## config.mk

```make
export PLATFORM = sky130hd
export DESIGN_NAME = gate_vector_sequencer
export DESIGN_NICKNAME = d
export VERILOG_FILES = /design/src/rtl/gate_seq_pkg.sv /design/src/rtl/hold_counter.sv /design/src/rtl/gate_vector_sequencer.sv
export SDC_FILE = /design/constraint.sdc
export NUM_CORES = 1
export LEC_CHECK = 0
export CORE_MARGIN = 4
export CORE_UTILIZATION = 25
export DETAILED_ROUTE_END_ITERATION = 7
export RECOVER_POWER = 100
export SLEW_MARGIN = 0
export SYNTH_ARGS = -nofsm -noshare
export SYNTH_HDL_FRONTEND = slang
export SYNTH_SLANG_ARGS = --single-unit
```

## constraint.sdc

```tcl
create_clock -name clk -period 1.9 [get_ports clk]
set_clock_uncertainty 0.1 [all_clocks]
set_input_delay 0.38 -clock clk [delete_from_list [all_inputs] [get_ports clk]]
set_output_delay 0.38 -clock clk [all_outputs]
set_load 0.01 [all_outputs]
```

## src/rtl/gate_seq_pkg.sv

```systemverilog
// Shared types and helpers for the gate vector sequencer: FSM state encoding
// and the vector-count function used to size the truth table.
package gate_seq_pkg;

  typedef enum logic [1:0] {
    IDLE  = 2'd0,
    APPLY = 2'd1,
    DONE  = 2'd2
  } state_e;

  function automatic int num_vec(input int n);
    return 1 << n;
  endfunction

endpackage

```

## src/rtl/hold_counter.sv

```systemverilog
// Counts the clocks each vector is held; last flags the sampling cycle.
module hold_counter #(
  parameter int HOLD_CYCLES = 10
) (
  input  logic clk,
  input  logic rst_n,
  input  logic clear,
  input  logic tick,
  output logic last
);

  localparam int W = $clog2(HOLD_CYCLES + 1);

  logic [W-1:0] cnt_q;

  assign last = (cnt_q == W'(HOLD_CYCLES - 1));

  // NOTE: sequential state uses non-blocking (<=) so every flop samples
  // pre-edge values; blocking here would create order-dependent races.
  always_ff @(posedge clk or negedge rst_n) begin
    if (!rst_n) begin
      cnt_q <= '0;
    end else if (clear) begin
      cnt_q <= '0;
    end else if (tick) begin
      cnt_q <= last ? '0 : cnt_q + 1'b1;
    end
  end

endmodule

```

## src/rtl/gate_vector_sequencer.sv

```systemverilog
// Sweeps every input combination of a small gate DUT, samples its output on
// the last hold cycle of each vector and accumulates pass/fail results.
module gate_vector_sequencer
  import gate_seq_pkg::*;
#(
  parameter int                          N_IN        = 2,
  parameter int                          HOLD_CYCLES = 10,
  parameter logic [num_vec(N_IN)-1:0]    TRUTH       = 4'b1110
) (
  input  logic            clk,
  input  logic            rst_n,
  input  logic            start,
  output logic [N_IN-1:0] vec_out,
  input  logic            dut_out,
  output logic            busy,
  output logic            done,
  output logic            pass,
  output logic [N_IN:0]   err_count,
  output logic [N_IN-1:0] first_fail_vec
);

  localparam logic [N_IN-1:0] LAST_VEC = N_IN'(num_vec(N_IN) - 1);

  state_e          state_q;
  logic [N_IN-1:0] vec_q;
  logic            busy_q;
  logic            done_q;
  logic            pass_q;
  logic [N_IN:0]   err_q;
  logic [N_IN:0]   err_d;
  logic [N_IN-1:0] ffv_q;
  logic            fail_seen_q;
  logic            mismatch;
  logic            start_accept;
  logic            hold_last;

  assign start_accept = start && ((state_q == IDLE) || (state_q == DONE));

  hold_counter #(
    .HOLD_CYCLES(HOLD_CYCLES)
  ) u_hold_counter (
    .clk  (clk),
    .rst_n(rst_n),
    .clear(start_accept),
    .tick (state_q == APPLY),
    .last (hold_last)
  );

  // NOTE: every signal written in always_comb gets a default first, so no
  // path leaves it unassigned and no latch is inferred.
  always_comb begin
    mismatch = 1'b0;
    err_d    = err_q;
    mismatch = (dut_out != TRUTH[vec_q]);
    err_d    = err_q + (N_IN + 1)'(mismatch);
  end

  always_ff @(posedge clk or negedge rst_n) begin
    if (!rst_n) begin
      state_q     <= IDLE;
      vec_q       <= '0;
      busy_q      <= 1'b0;
      done_q      <= 1'b0;
      pass_q      <= 1'b0;
      err_q       <= '0;
      ffv_q       <= '0;
      fail_seen_q <= 1'b0;
    end else begin
      case (state_q)
        IDLE, DONE: begin
          if (start) begin
            state_q     <= APPLY;
            busy_q      <= 1'b1;
            done_q      <= 1'b0;
            pass_q      <= 1'b0;
            vec_q       <= '0;
            err_q       <= '0;
            ffv_q       <= '0;
            fail_seen_q <= 1'b0;
          end
        end
        APPLY: begin
          if (hold_last) begin
            if (mismatch) begin
              err_q <= err_d;
              if (!fail_seen_q) begin
                ffv_q       <= vec_q;
                fail_seen_q <= 1'b1;
              end
            end
            // pass must include the sample taken on this final edge
            if (vec_q == LAST_VEC) begin
              state_q <= DONE;
              busy_q  <= 1'b0;
              done_q  <= 1'b1;
              vec_q   <= '0;
              pass_q  <= (err_d == '0);
            end else begin
              vec_q <= vec_q + 1'b1;
            end
          end
        end
        default: state_q <= IDLE;
      endcase
    end
  end

  assign vec_out        = vec_q;
  assign busy           = busy_q;
  assign done           = done_q;
  assign pass           = pass_q;
  assign err_count      = err_q;
  assign first_fail_vec = ffv_q;

endmodule

```

==> summary.txt <==
Worst setup path
  – FF-to-FF setup slack: between 0.1 and 0.15 ns
  – CP Max Fanout: 4
  – Crit path kind: reg2out
  – Slowest CP cell: clkdlybuf4s50_1
  – Top delay family on crit path: buffers and inverters
  – Required time worst endpoint: 1.42 ns
  – Arr. time, crit path: ~1.4 ns
  – WP buf/inv: 3
  – Startpoint type of the worst setup path: register
  – Crit. End Element: output port
  – Top cell by count, worst path: buf_4
  – Critical-path cell list: buf_4 -> buf_4 -> clkdlybuf4s50_1
  – Max incr delay on CP: about 0.47 ns

STA
  – Slew @ Worst Pin: 0.961 ns
  – F_max: approximately 0.54 GHz
  – Rel. slew slack: 35.9%
  – Worst Setup Slack, final: a little under 0.04 ns
  – Pins Over Slew Limit: 0
  – Final min period: between 1.5 and 2 ns
  – Final setup vio count: 0
  – Fin. Hold Viols: 0
  – Fin crit share: between 90% and 100%

Routing
  – Drt pass-1 iters: 4
  – WL met3: ~110 um
  – Via-to-Cell Ratio: approximately 4.8
  – Routed WL per cell: ~13 um
  – Iter 0 DRT Violations: 25
  – Total wire length: between 2000 and 2500 um
  – DR DRC count: 0
  – M1 WL: 966 um
  – Number of routed nets with antenna violations: 0
  – Met2 WL: ~1200 um
  – Vias after detailed routing: 825
  – Top Layer Used: met4

GRT
  – Largest net degree at the start of global routing: 18
  – Total global routing overflow: 0
  – Gr usage total: under 10%
  – Initial antenna violation count: 0
  – Vias in the first global route: approximately 800
  – Global-route wire length before repair: between 3000 and 4000 um

Clock tree
  – Clock latency on the worst-skew pair: between 0.2 and 0.3 ns
  – Hold-fix buffers, CTS: 0
  – Inserted Clock Buffers: 3
  – CTS tree: built
  – Maximum clock path buffer count: 2
  – H-tree Lvls: 1
  – CTS Sinks: 17
  – Clk root buf: clkbuf_8
  – Worst-path clk slew: around 0.070 ns

Floorplan
  – Die width: 69.3 um
  – Die Y: just under 70 um
  – Starting density of the core: a little over a quarter
  – Core ar.: between 3000 and 4000 sq um
  – Boundary pin count: 14
  – Num rows: 21
  – Die ar.: roughly 4800 sq um

Finish
  – Most frequent cells in the layout: nand2_1, dfrtp_1, nand3_1, buf_4, clkdlybuf4s50_1
  – Layout cells sized above 1: about a fifth
  – Number of fill cells: between 300 and 400
  – Layout Utilization: between 30% and 40%
  – Register area: roughly 430 sq um
  – Area Growth Syn to Fin: 38.1%
  – N_diodes: 0
  – Area of the multi-input gates: a little over 500 sq um
  – Final instance count without filler cells: 171
  – Layout net count: ~130
  – Fin area: 1300 sq um

Place
  – GP Congestion: ~0.75
  – Worst slack, placed: -0.248 ns
  – Placed instance area: between 1000 and 1500 sq um
  – PortBufs: 13
  – Detail Placement HPWL: roughly 1600 um
  – Placed Instances: between 150 and 200

Worst hold path
  – Hold WC Path Type: reg2reg

Synthesis
  – Synth cell types: 29
  – Syn_nets: 108
  – Number of synthesized register bits: 17
  – Avg Cell Area, Syn: 9.38 sq um
  – Sequential share of the synthesized area: 45.3%
  – Cells after Synth: 100
  – Post-Syn Area: roughly 940 sq um
  – Yosys Warn Count: 0

Pwr
  – LEAKAGE: approximately 0.60 nW
  – Power per Cell Area: roughly 1600 nW/um^2
  – Peak supply drop: between 300 and 400 uV

Run status
  – Status: complete, no violations

Flow run
  – Max-cap violations: 0
==> metal layers <==
| layer | up-vias | track usage, % |
|---|---|---|
| li1 | 400 | - |
| met1 | 406 | 11.5 |
| met2 | 17 | 15.8 |
| met3 | 2 | 2.17 |
| met4 | 0 | 1.95 |
| met5 | - | 0 |
==> final cells by class <==
type / instances / share of cell area [%]
multi-input cells: 69 / 39.9
flip-flops and latches: 17 / 32.9
repair buffers: 25 / 16.3
well taps: 46 / 4.44
clock buffers: 3 / 3.19
inverters: 10 / 2.90
clock inverters: 1 / 0.386
==> worst min-delay path, stage by stage, from the launching register on <==
cell     delay [ns]
dfrtp_1        0.35
nand2_1        0.05
nand2_1        0.06
==> registers in the layout (all words and copies together), names as in the netlist <==
signal	cells
err_count	3
fail_seen_q	1
u_hold_counter.cnt_q	4
busy	1
state_q	2
done	1
first_fail_vec	2
vec_out	2
pass	1
==> report_power, final <==
group	switching (mW)	internal (mW)	leakage (nW)	total, mW
combinational	0.519	0.620	0.384	1.14
sequential	0.152	0.505	0.195	0.657
clock	0.120	0.145	0.0255	0.265
total	0.791	1.27	0.605	2.06
==> repair_timing <==
item / CTS / global route
pin swaps: 3 / 5
setup endpoints to repair: 2 / 2
gates resized for setup: 5 / 7
setup buffers: 0 / 3
==> path summary, 6_finish.rpt <==
kind | start | endpoint | cells after the start
max | vec_out[1] | vec_out[1] | 3
min | done | done | 2
max reg2reg | vec_out[1] | pass | 9
min reg2reg | done | done | 2
max in group asynchronous | rst_n | vec_out[0] | 2
min in group asynchronous | rst_n | fail_seen_q | 2
==> through the flow <==
| step | hold WS (ns) | power, mW | TNS, ns |
|---|---|---|---|
| finish | 0.388 | 2.06 | 0 |
| global route | 0.423 | 2.24 | -0.0106 |
| CTS | 0.367 | 1.95 | 0 |
| detailed placement | 0.373 | 1.64 | -0.793 |
| global placement | 0.362 | 1.58 | -0.674 |
| floorplan | -0.0156 | 1.22 | 0 |
==> synthesized netlist by cell type <==
cell,instances,share of area [%]
nand2b_1,4,2.7
o21ai_0,5,2.7
a211o_1,1,0.93
and3b_1,1,0.93
nand3_1,9,4.8
a21boi_0,1,0.80
or4_4,1,1.2
and2b_1,1,0.80
a21oi_1,1,0.53
dfrtp_1,17,45
and4bb_2,1,1.3
nor2_1,2,0.80
nand2_1,16,6.4
clkbuf_1,2,0.80
o31a_1,1,0.93
or4_1,1,0.80
nor2b_1,1,0.67
mux2i_1,4,4.3
buf_2,2,1.1
o221ai_1,3,2.8
nand4b_1,1,0.93
inv_1,10,4.0
a31oi_1,1,0.67
xnor2_1,1,0.93
ha_1,4,5.3
xor2_1,1,0.93
o211ai_1,6,4.8
nand4_1,1,0.67
nand4bb_1,1,1.2
==> cells by family after synthesis <==
logic type	after synthesis	share of synthesized area, %
buffers and inverters	14	5.87
and+or+nand+nor	40	23.2
xor gates and xnor gates	2	1.87
adders and majority gates	4	5.33
AOI/OAI and AO/OA	19	14.1
muxes	4	4.27
DFF	17	45.3
Note: power is estimated with default switching activity, not from simulation.
